## src/rtl/uart_pkg.sv

```systemverilog
// Shared UART definitions: state encodings, frame defaults and parity modes.
// Used by both the receiver and the transmitter.
package uart_pkg;

    typedef enum logic [2:0] {
        IDLE   = 3'd0,
        START  = 3'd1,
        DATA   = 3'd2,
        PARITY = 3'd3,
        STOP   = 3'd4
    } uart_state_t;

    localparam int DEF_DATA_BITS  = 8;
    localparam int DEF_OVERSAMPLE = 16;

    localparam int PAR_EVEN = 0;
    localparam int PAR_ODD  = 1;

endpackage

```

## src/rtl/uart_rx_sync.sv

```systemverilog
// Two-flop synchronizer for the raw serial line plus falling-edge detector.
// All flops reset to 1 so a reset never looks like a start edge.
module uart_rx_sync (
    input  logic clock,
    input  logic reset,
    input  logic rx_in,
    output logic rx_s,
    output logic fall
);

    logic s1;
    logic s2;
    logic s3;

    always_ff @(posedge clock or posedge reset) begin
        if (reset) begin
            s1 <= 1'b1;
            s2 <= 1'b1;
            s3 <= 1'b1;
        end else begin
            s1 <= rx_in;
            s2 <= s1;
            s3 <= s2;
        end
    end

    assign rx_s = s2;
    assign fall = s3 & ~s2;

endmodule

```

## src/rtl/uart_rx.sv

```systemverilog
// UART receiver: oversampled start/data/parity/stop recovery with
// mid-bit sampling, delivering the byte and error flags on rx_valid.
module uart_rx
    import uart_pkg::*;
#(
    parameter int DATA_BITS  = DEF_DATA_BITS,
    parameter int OVERSAMPLE = DEF_OVERSAMPLE,
    parameter int PARITY_ODD = PAR_EVEN
) (
    input  logic                 clock,
    input  logic                 reset,
    input  logic                 rx_tick,
    input  logic                 rx_in,
    output logic [DATA_BITS-1:0] rx_data,
    output logic                 rx_valid,
    output logic                 parity_err,
    output logic                 frame_err,
    output logic                 busy
);

    localparam int TW = $clog2(OVERSAMPLE);
    localparam int BW = $clog2(DATA_BITS);
    localparam logic [TW-1:0] MID  = TW'(OVERSAMPLE / 2 - 1);
    localparam logic [TW-1:0] LAST = TW'(OVERSAMPLE - 1);
    localparam logic [BW-1:0] BLAST = BW'(DATA_BITS - 1);
    localparam logic ODD = (PARITY_ODD != 0);

    uart_state_t state;
    uart_state_t state_d;

    logic [TW-1:0]        tcnt;
    logic [BW-1:0]        bcnt;
    logic [DATA_BITS-1:0] shreg;
    logic                 par_q;
    logic                 rx_s;
    logic                 fall;
    logic                 tick_mid;
    logic                 tick_end;

    uart_rx_sync u_sync (
        .clock (clock),
        .reset (reset),
        .rx_in (rx_in),
        .rx_s  (rx_s),
        .fall  (fall)
    );

    assign tick_mid = rx_tick && (tcnt == MID);
    assign tick_end = rx_tick && (tcnt == LAST);
    assign busy     = (state != IDLE);

    always_ff @(posedge clock or posedge reset) begin
        if (reset) begin
            state <= IDLE;
        end else begin
            state <= state_d;
        end
    end

    always_comb begin
        state_d = state;
        case (state)
            IDLE:    if (fall) state_d = START;
            START:   if (tick_mid) state_d = rx_s ? IDLE : DATA;
            DATA:    if (tick_end && (bcnt == BLAST)) state_d = PARITY;
            PARITY:  if (tick_end) state_d = STOP;
            STOP:    if (tick_end) state_d = IDLE;
            default: state_d = IDLE;
        endcase
    end

    // tcnt restarts on every state entry and at each bit boundary,
    // so OVERSAMPLE need not be a power of two.
    always_ff @(posedge clock or posedge reset) begin
        if (reset) begin
            tcnt <= '0;
        end else if ((state_d != state) || tick_end) begin
            tcnt <= '0;
        end else if (rx_tick && (state != IDLE)) begin
            tcnt <= tcnt + TW'(1);
        end
    end

    always_ff @(posedge clock or posedge reset) begin
        if (reset) begin
            bcnt       <= '0;
            shreg      <= '0;
            par_q      <= 1'b0;
            rx_data    <= '0;
            rx_valid   <= 1'b0;
            parity_err <= 1'b0;
            frame_err  <= 1'b0;
        end else begin
            rx_valid <= 1'b0;
            case (state)
                START: bcnt <= '0;
                DATA: begin
                    if (tick_end) begin
                        shreg <= {rx_s, shreg[DATA_BITS-1:1]};
                        bcnt  <= (bcnt == BLAST) ? '0 : bcnt + BW'(1);
                    end
                end
                PARITY: begin
                    if (tick_end) par_q <= (^shreg) ^ rx_s ^ ODD;
                end
                STOP: begin
                    if (tick_end) begin
                        rx_data    <= shreg;
                        parity_err <= par_q;
                        frame_err  <= ~rx_s;
                        rx_valid   <= 1'b1;
                    end
                end
                default: ;
            endcase
        end
    end

endmodule
```

## config.mk

```make
export PLATFORM = sky130hd
export DESIGN_NAME = uart_rx
export DESIGN_NICKNAME = d
export VERILOG_FILES = /design/src/rtl/uart_pkg.sv /design/src/rtl/uart_rx_sync.sv /design/src/rtl/uart_rx.sv
export SDC_FILE = /design/constraint.sdc
export NUM_CORES = 1
export LEC_CHECK = 0
export BUFFER_PORTS_ARGS = -buffer_cell sky130_fd_sc_hd__buf_4
export CAP_MARGIN = 20
export CORE_MARGIN = 2
export CORE_UTILIZATION = 38
export CTS_CLUSTER_SIZE = 25
export DETAILED_ROUTE_END_ITERATION = 7
export HOLD_SLACK_MARGIN = 0.08
export PLACE_DENSITY = 0.63
export SLEW_MARGIN = 20
export SYNTH_ARGS = -nofsm -noshare
export SYNTH_HDL_FRONTEND = slang
export SYNTH_HIERARCHICAL = 1
export SYNTH_SLANG_ARGS = --single-unit
```

## constraint.sdc

```tcl
create_clock -name clock -period 2.3 [get_ports clock]
set_input_delay 0.115 -clock clock [delete_from_list [all_inputs] [get_ports clock]]
set_output_delay 0.115 -clock clock [all_outputs]
set_load 0.005 [all_outputs]
```

==> results of run 1 <==
-- registers in the layout, indices dropped and copies added (netlist names) --
name / cells
u_sync/rx_s: 1
u_sync/s3: 1
state: 3
u_sync/s1: 1
frame_err: 1
tcnt: 4
rx_valid: 1
shreg: 8
par_q: 1
parity_err: 1
bcnt: 3
rx_data: 8
-- synthesized netlist by cell type, types with 2 or more instances --
cell type	n
dfrtp_1	30
mux2_2	19
xnor2_1	7
nand2_1	6
nor2_1	6
inv_1	4
o21ai_0	4
a22oi_1	3
dfstp_2	3
ha_1	3
mux2i_1	3
nor3b_1	3
o2bb2ai_1	3
buf_2	2
nand3_1	2
nor2b_1	2
-- final timing paths --
| check | depth (start not counted) | from | end |
|---|---|---|---|
| hold reg to reg | 0 | u_sync/s1 | u_sync/rx_s |
| setup / recovery | 4 | tcnt[0] | shreg[3] |
| hold / removal | 3 | rx_tick | tcnt[2] |
| setup reg to reg | 4 | tcnt[0] | shreg[3] |
| max in group asynchronous | 4 | reset | shreg[5] |
| min in group asynchronous | 3 | reset | u_sync/s3 |
-- worst reg2reg max path: stages (launching register included) --
cell and delay [ns]:
dfrtp_1 0.38, ha_1 0.25, nand4_4 0.16, nor4_4 0.48, mux2_2 0.42
-- per-layer routing --
| metal | vias up | GRT usage [%] |
|---|---|---|
| met5 | - | 0 |
| met4 | 0 | 6.89 |
| met3 | 6 | 4.00 |
| met2 | 20 | 22.2 |
| met1 | 487 | 16.3 |
| li1 | 470 | - |
-- layout make-up --
type / instances / area [sq um]
Fill cell: 366 / 2120
Sequential cell: 33 / 830
Multi-Input combinational cell: 78 / 673
Timing Repair Buffer: 20 / 155
Clock buffer: 5 / 68.8
Tap cell: 50 / 62.6
Inverter: 5 / 18.8
Clock inverter: 3 / 17.5
-- power breakdown --
group	switching, mW	leakage (nW)	internal, mW
sequential	0.106	0.438	0.639
combinational	0.136	0.389	0.123
clock	0.215	0.0439	0.209
-- logic make-up (layout without fill, tap and decap cells) --
logic type | count (synthesis) | count (layout)
xor gates and xnor gates | 9 | 9
buffers and inverters | 8 | 33
DFF | 33 | 33
AOI/OAI and AO/OA | 17 | 17
muxes | 22 | 22
adders and majority gates | 3 | 3
and+or+nand+nor | 27 | 27
-- timing repair --
item / CTS / global route
setup endpoints to repair: 0 / 0
hold endpoints to repair: 34 / 0
buffers inserted: 0 / 0
hold buffers: 2 / 0
==> out/metrics.yaml, run 1 <==
logic_synthesis:
  postSynthCellCount: 119
  ys.warnings.count: 6
  synth_edf_count: 0
  synth_xor_area_share_pct: 6.03
  synth_top_family_by_area: "multiplexers"
  synth_top_area_share_pct: 48.9
  synth-simple-area-share_pct: 11.7
  synth-adder-area-share_pct: 2.44
  synthArstFlopShare_pct: 100
  synthFlopType: "dfrtp_1"
  synth_cell_types: 35
  yosysTopAreaCell: "dfrtp_1"
  synth-compound-area-share_pct: 7.82
  synth_fp_nets: 126
  syn_area_sq_um: 1540
  avgSynthCellArea_sq_um: 12.9
  synth_mux_area_share_pct: 15.9
  ys_ff_latch: 33
  synth_area_leaders: "dfrtp_1 (49%), mux2_2 (14%), dfstp_2 (5.1%)"
  seq_area_frac_synth_pct: 54.0
sta:
  rsz0062_at_grt: "false"
  tightest_slew_ns: 0.604
  layout_min_cycle_time_ns: 1.80
  fin_ws_ns: 0.495
  relSlewSlack_pct: 59.4
  finalCritPeriodShare_pct: 78.5
  setup_viol: 0
  whs_ns: 0.149
  fin_skew_ns: 0.0112
  max_freq_mhz: 554
  maxSlewViolCount: 0
  hold_viol: 0
  setup_tns_ns: 0
global_route:
  grt_max_degree: 31
  grt_usage_pct: 13.6
  antenna_found_initial: 0
  grt_pass1_vias: 993
  grt_pass1_wl_microns: 4490
  grt.overflow.total: 0
flow_run:
  maxCapViolCount: 0
drt:
  num_vias: 983
  drc: 0
  wirelength_microns: 2620
  ant_nets: 0
  drt-met1-wl_microns: 1140
  first_pass_iters: 4
  wl_met2_microns: 1320
  drt_iter0_markers: 56
  highest_layer: "met4"
  wl_per_cell_microns: 13.5
  avgViaCountPerCell: 5.07
  wl_met3_microns: 110
die:
  start_util_pct: 38.9
  rows: 23
  die_w_microns: 67.6
  die_area_sq_um: 4560
  design.core.area_sq_um: 3940
  io_pins: 16
  fp.dieH_microns: 67.6
setup_path:
  cp_slowest_stage_delay_ns: 0.48
  cp.arrival_ns: 1.97
  cp-start-kind: "flop"
  required_ns: 2.47
  cp-end-kind: "flop"
  crit_slowest_cell: "nor4_4"
  crit_fanout: 9
  worst-r2r-setup-slack_ns: 0.50
  path_buf_inv: 0
  worstPathCellList: "ha_1 -> nand4_4 -> nor4_4 -> mux2_2"
  path_class: "reg -> reg"
  path_delay_family: "simple AND/OR/NAND/NOR gates"
layout:
  final_cell_mix: "dfrtp_1 (30), mux2_2 (19), buf_4 (18)"
  layout_commonest_cell: "dfrtp_1"
  nets: 150
  diodes: 0
  stdcell_count: 194
  drive_gt1_share_pct: 36.1
  fin_area_sq_um: 1830
  area_growth_pct: 18.9
  final_util_pct: 46.3
clocking:
  ctsResizeCount: 0
  cts_buffer_depth: 2
  clk_pin_slew_ns: 0.07
  clkLatencyLatePin_ns: 0.29
  clockRootBuffer: "clkbuf_8"
  cts_max_level: 2
  cts-buffers-inserted: 5
  numClockSinks: 33
  cts_tree: "built"
place:
  dp_cells: 184
  placedInstanceArea_sq_um: 1720
  gp_congestion: 0.780
  port_buffers: 15
  place_ws_ns: 0.507
  hpwl_microns: 1850
pwr:
  pwr_density_cell_nw_per_um2: 782
  power.total_mw: 1.43
  ir_drop_mv: 0.337
  p_leak_nw: 0.871
min_path:
  hp-class: "in -> reg"
outcome:
  status: "finished clean"
Power figures use the tool's default switching activity.
==> run 2: changes to the inputs <==
ABC_AREA = 1   (was unset)
PLACE_DENSITY = 0.64   (was 0.63)
clock period = 1.51 ns   (was 2.3 ns; I/O delays follow)
==> run 2 against run 1 <==
Routed wire length rose by 21%; die area is 4.6% higher; flip-flop and latch count stayed put; via count is 28% higher; synthesized area rose by 4.9%; clock-buffer cell count increased by 3; sequential share of layout area down 5.3 points; hold slack gained 0.072 ns; non-clock buffer count up 6; clock power up 60%; register-to-register slack lost 0.47 ns; critical path type unchanged; critical endpoint is now frame_err; largest cell class unchanged; largest power group unchanged.
==> out/metrics.yaml, run 2 <==
logic_synthesis:
  ys_ff_latch: 33  # unchanged
  avgSynthCellArea_sq_um: 8.34  # -35%
  synth-simple-area-share_pct: 29.5  # +18 points
  yosysTopAreaCell: "dfrtp_1"
  syn_area_sq_um: 1610  # +4.9%
  synth.most_common_cell: "nand2_1"
  synth_mux_area_share_pct: 0.699  # -15 points
  synth-adder-area-share_pct: 2.33  # -0.11 points
  synth_top_cells_by_count: "nand2_1 (69), dfrtp_1 (30), inv_1 (23)"
  synth_cell_types: 26  # -26%
  synth_top_family_by_area: "simple AND/OR/NAND/NOR gates"
  postSynthCellCount: 193  # +62%
  synth_xor_area_share_pct: 1.63  # -4.4 points
  synth_edf_count: 0  # unchanged
  synth-compound-area-share_pct: 7.46  # -0.36 points
  synth_area_leaders: "dfrtp_1 (47%), nand2_1 (16%), inv_1 (5.4%)"
  ys.warnings.count: 6  # unchanged
  seq_area_frac_synth_pct: 51.5  # -2.5 points
  synth_fp_nets: 200  # +59%
  synth_top_area_share_pct: 46.6  # -2.3 points
  synthArstFlopShare_pct: 100  # unchanged
  synthFlopType: "dfrtp_1"
min_path:
  hold_depth: 4  # +1
  min_from: "rx_tick"
  whs_endpoint: "tcnt[0]"
  hp-class: "in -> reg"
setup_path:
  path_class: "reg -> reg"
  rr_startpoint: "tcnt[1]"
  cp-start-kind: "flop"
  required_ns: 1.71  # -0.76 ns
  worst-r2r-setup-slack_ns: 0.03  # -0.47 ns
  r2r_end: "frame_err"
  reg2regPathDepth: 7  # +3
  cp.arrival_ns: 1.68  # -0.29 ns
  crit_fanout: 10  # +1
  cp-end-kind: "flop"
global_route:
  grt.overflow.total: 0  # unchanged
  grt_pass1_wl_microns: 5030  # +12%
  grt_pass1_vias: 1190  # +20%
  antenna_found_initial: 0  # unchanged
  grt_max_degree: 31  # unchanged
  grt_usage_pct: 13.2  # -0.46 points
die:
  rows: 23  # unchanged
  die_area_sq_um: 4770  # +4.6%
  start_util_pct: 40.0  # +1.0 points
  io_pins: 16  # unchanged
  die_w_microns: 69.1  # +2.3%
  fp.dieH_microns: 69.1  # +2.3%
  design.core.area_sq_um: 4030  # +2.2%
layout:
  final_util_pct: 51.3  # +5.0 points
  nets: 230  # +53%
  largestRegisters: "rx_data: 8 flops, shreg: 8 flops, tcnt: 4 flops"
  area_growth_pct: 28.4
  layout_commonest_cell: "nand2_1"
  fillers: 390  # +6.6%
  diodes: 0  # unchanged
  stdcell_count: 274  # +41%
  drive_gt1_share_pct: 28.1  # -8.0 points
  final_cell_mix: "nand2_1 (66), dfrtp_1 (30), inv_1 (23)"
sta:
  maxSlewViolCount: 0  # unchanged
  relSlewSlack_pct: 74.3  # +15 points
  setup_viol: 0  # unchanged
  tightest_slew_ns: 0.385  # -0.219 ns
  rsz0062_at_grt: "true"
  layout_min_cycle_time_ns: 1.48  # -0.321 ns
  hold_viol: 0  # unchanged
  max_freq_mhz: 674  # +22%
  finalCritPeriodShare_pct: 98.3  # +20 points
  fin_skew_ns: 0.00854  # -0.00263 ns
clocking:
  cts_buffer_depth: 2  # unchanged
  cts_max_level: 2  # unchanged
  cts-buffers-inserted: 5  # unchanged
  clk_pin_slew_ns: 0.07  # about the same
  clkLatencyLatePin_ns: 0.28  # about the same
  clockRootBuffer: "clkbuf_8"
  numClockSinks: 33  # unchanged
  cts_tree: "built"
pwr:
  pwr_density_cell_nw_per_um2: 1110  # +42%
  p_leak_nw: 1.06  # +22%
  ir_drop_mv: 0.570  # +69%
drt:
  first_pass_iters: 4  # unchanged
  avgViaCountPerCell: 4.59  # -9.5%
  wirelength_microns: 3160  # +21%
  drc: 0  # unchanged
  drt_iter0_markers: 81  # +45%
  num_vias: 1257  # +28%
  ant_nets: 0  # unchanged
  wl_per_cell_microns: 11.5  # -15%
place:
  gp_congestion: 0.782  # +0.28%
  dp_cells: 260  # +41%
  hpwl_microns: 2000  # +8.1%
  port_buffers: 15  # unchanged
outcome:
  status: "finished clean"
flow_run:
  maxCapViolCount: 0  # unchanged
[run 2: cell types whose count changed after synthesis, moves of 5 or more]
cell     change
nand2_1     +63
inv_1       +19
mux2_2      -18
nand3_1     +12
o21ai_2      +8
nor2_1       +7
xnor2_1      -6
o21ai_0      +5
[run 2: repair_timing]
action,4_1_cts,5_1_grt
hold buffers,2,0
setup endpoints to repair,0,12
endpoints found under the hold margin,34,0
setup buffers,0,2
gates resized for setup,0,20
[run 2: worst max-delay path by stage]
stage,end,cells after the start,slack [ns],start
after floorplan,state[1],6,0.09,tcnt[0]
after global placement,state[1],6,0.09,tcnt[0]
after detailed placement,state[1],6,0.04,tcnt[1]
after CTS,state[1],6,0.03,tcnt[1]
after global routing,frame_err,7,-0.06,tcnt[1]
final,frame_err,7,0.03,tcnt[1]
[run 2: through the flow]
stage	TNS [ns]	cell area [sq um]	setup WS (ns)	hold slack [ns]	total power [mW]
2_1_floorplan	0	1610	0.0926	0.00879	1.39
3_3_place_gp	0	1830	0.0860	0.149	1.51
3_5_place_dp	0	1830	0.0444	0.150	1.52
4_1_cts	0	1940	0.0339	0.210	2.21
5_1_grt	-0.381	2070	-0.0576	0.224	2.46
6_report	0	2070	0.0263	0.221	2.30
[run 2: where the power goes]
part	internal, mW	switching [mW]	leakage, nW
logic	0.243	0.350	0.572
registers	0.961	0.0715	0.445
clock network	0.371	0.304	0.0455
total	1.58	0.725	1.06
[run 2: area by class of cell]
| cell class | count | area [sq um] | area share (%) |
|---|---|---|---|
| Clock buffer | 8 | 90.1 | 4.36 |
| Inverter | 24 | 90.1 | 4.36 |
| Multi-Input combinational cell | 133 | 732 | 35.4 |
| Sequential cell | 33 | 830 | 40.1 |
| Tap cell | 50 | 62.6 | 3.02 |
| Timing Repair Buffer | 26 | 264 | 12.8 |
[run 2: logic make-up (layout without fill, tap and decap cells)]
| family | Yosys count | after routing |
|---|---|---|
| simple gates | 108 | 108 |
| fa+ha+maj | 3 | 3 |
| xor+xnor | 3 | 3 |
| compound gates | 18 | 18 |
| buf+inv | 27 | 58 |
| flops | 33 | 33 |
| mux | 1 | 1 |
[run 2: worst max-delay path, stage by stage, from the launching register on]
cell and delay [ns]:
dfrtp_1 0.37, ha_2 0.18, nand2_2 0.07, nor2_4 0.22, buf_6 0.14, nand2_4 0.08
clkbuf_16 0.18, o21ai_0 0.16
[run 2: per-layer routing]
layer	up-vias	track usage, %	routed length, microns
li1	663	-	-
met1	575	16.5	1490
met2	15	20.5	1520
met3	4	3.07	83
met4	0	7.84	68
met5	-	0	0
==> run 3: changes to the inputs <==
CTS_CLUSTER_DIAMETER = 80   (was unset)
RECOVER_POWER = 100   (was unset)
==> run 3 against run 2 <==
Flip-flop and latch count unchanged; design area decreased by 0.12%; maximum frequency hardly changed; global-route usage stayed put; via count grew 0.40%; non-clock buffer count stayed put; critical path depth grew 1; combinational power barely moved; register-to-register slack about the same; core utilization down 0.062 points; highest routed layer unchanged.
==> out/metrics.yaml, run 3 (synthesis results as in run 2) <==
setup_path:
  cp_slowest_stage_delay_ns: 0.37  # about the same
  path_delay_family: "simple AND/OR/NAND/NOR gates"
  crit_slowest_cell: "dfrtp_1"
  required_ns: 1.67  # -0.04 ns
  worstPathCellList: "ha_2 -> nand2_2 -> nor2_4 -> buf_6 -> nand2_4 -> clkbuf_16 -> nand2_1 -> o21ai_0"
  cp.arrival_ns: 1.64  # -0.04 ns
  cp-end-kind: "flop"
  cp-start-kind: "flop"
  path_buf_inv: 2  # unchanged
  path_class: "reg -> reg"
  crit_fanout: 5  # -5
layout:
  drive_gt1_share_pct: 28.1  # unchanged
  fin_area_sq_um: 2070  # -0.12%
  diodes: 0  # unchanged
  nets: 230  # unchanged
  largestRegisters: "rx_data: 8 flops, shreg: 8 flops, tcnt: 4 flops"
  final_cell_mix: "nand2_1 (66), dfrtp_1 (30), inv_1 (23)"
  area_growth_pct: 28.3
  layout_commonest_cell: "nand2_1"
  fillers: 389  # -0.26%
sta:
  tightest_slew_ns: 0.750  # +0.365 ns
  rsz0062_at_grt: "true"
  max_freq_mhz: 674  # about the same
  setup_viol: 0  # unchanged
  hold_viol: 0  # unchanged
  layout_min_cycle_time_ns: 1.48  # -0.000994 ns
  maxSlewViolCount: 0  # unchanged
  fin_skew_ns: 0.00879  # +0.000253 ns
  finalCritPeriodShare_pct: 98.2  # about the same
  relSlewSlack_pct: 50.0  # -24 points
pwr:
  pwr_density_cell_nw_per_um2: 1110  # about the same
  ir_drop_mv: 0.569  # -0.13%
  power.total_mw: 2.30  # about the same
  p_leak_nw: 1.06  # -0.70%
place:
  port_buffers: 15  # unchanged
  gp_congestion: 0.782  # unchanged
  hpwl_microns: 2000  # unchanged
  placedInstanceArea_sq_um: 1830  # unchanged
drt:
  drc: 0  # unchanged
  drt_iter0_markers: 94  # +16%
  ant_nets: 0  # unchanged
  avgViaCountPerCell: 4.61  # +0.40%
  num_vias: 1262  # +0.40%
  first_pass_iters: 4  # unchanged
  wl_per_cell_microns: 11.5  # -0.60%
  wirelength_microns: 3140  # -0.60%
clocking:
  clockRootBuffer: "clkbuf_8"
  numClockSinks: 33  # unchanged
  cts_max_level: 2  # unchanged
  clkLatencyLatePin_ns: 0.28  # about the same
  cts_tree: "built"
  cts-buffers-inserted: 5  # unchanged
  clk_pin_slew_ns: 0.07  # about the same
  cts_buffer_depth: 2  # unchanged
global_route:
  grt_usage_pct: 13.2  # unchanged
  grt.overflow.total: 0  # unchanged
  grt_pass1_vias: 1190  # unchanged
  grt_use_met1_pct: 16.5  # unchanged
  grt_max_degree: 31  # unchanged
  grt_pass1_wl_microns: 5030  # unchanged
  antenna_found_initial: 0  # unchanged
  grt.busiest_layer: "met2"
  met2_usage_pct: 20.5  # unchanged
  grtUsageMet3_pct: 3.07  # unchanged
die:
  io_pins: 16  # unchanged
  start_util_pct: 40.0  # unchanged
  die_area_sq_um: 4770  # unchanged
  fp.dieH_microns: 69.1  # unchanged
  rows: 23  # unchanged
  die_w_microns: 69.1  # unchanged
  design.core.area_sq_um: 4030  # unchanged
min_path:
  hp-class: "in -> reg"
outcome:
  status: "finished clean"
flow_run:
  maxCapViolCount: 0  # unchanged
## run 3: report_power, final
group / internal (mW) / switching (mW)
registers: 0.961 / 0.0715
logic: 0.242 / 0.350
clock network: 0.371 / 0.304
## run 3: repair_timing
action | CTS | global route
hold endpoints to repair | 34 | 0
gates resized for setup | 0 | 20
hold buffers | 2 | 0
setup buffers | 0 | 2
endpoints found under the setup margin | 0 | 12
## run 3: tightest hold or removal path: stages
cell	delay, ns
buf_4	0.09
nand2_1	0.09
xor2_1	0.16
nor2_1	0.06
## run 3: metal layers
metal / vias up / part of all wire [%]
met5: - / 0
met4: 0 / 2.2
met3: 4 / 2.4
met2: 15 / 48
met1: 578 / 47
li1: 665 / -
## run 3: final timing paths
check                      startpoint          end  slack [ns]  cells after the start
setup / recovery              tcnt[1]    frame_err        0.03                      8
hold / removal                rx_tick      tcnt[0]        0.22                      4
setup reg to reg              tcnt[1]    frame_err        0.03                      8
hold reg to reg             u_sync/s1  u_sync/rx_s        0.36                      0
max in group asynchronous       reset   rx_data[7]        0.46                      4
min in group asynchronous       reset    u_sync/s1        0.41                      3
## run 3: cell type report
type,instances,area [sq um],area share (%)
inverter,24,90.1,4.36
sequential,33,830,40.2
multi-input combinational,133,732,35.4
timing repair buffer,26,262,12.7
clock buffer,8,90.1,4.36
tap,50,62.6,3.03
## run 3: through the flow
stage | utilization, % | hold WS, ns | instances | setup TNS (ns) | setup WS [ns]
2_1_floorplan | - | 0.00879 | 193 | 0 | 0.0926
3_3_place_gp | 45.4 | 0.149 | 260 | 0 | 0.0860
3_5_place_dp | 45.4 | 0.150 | 260 | 0 | 0.0444
4_1_cts | 48.1 | 0.210 | 270 | 0 | 0.0339
5_1_grt | 51.3 | 0.224 | 274 | -0.381 | -0.0576
6_report | 51.3 | 0.221 | 274 | 0 | 0.0273
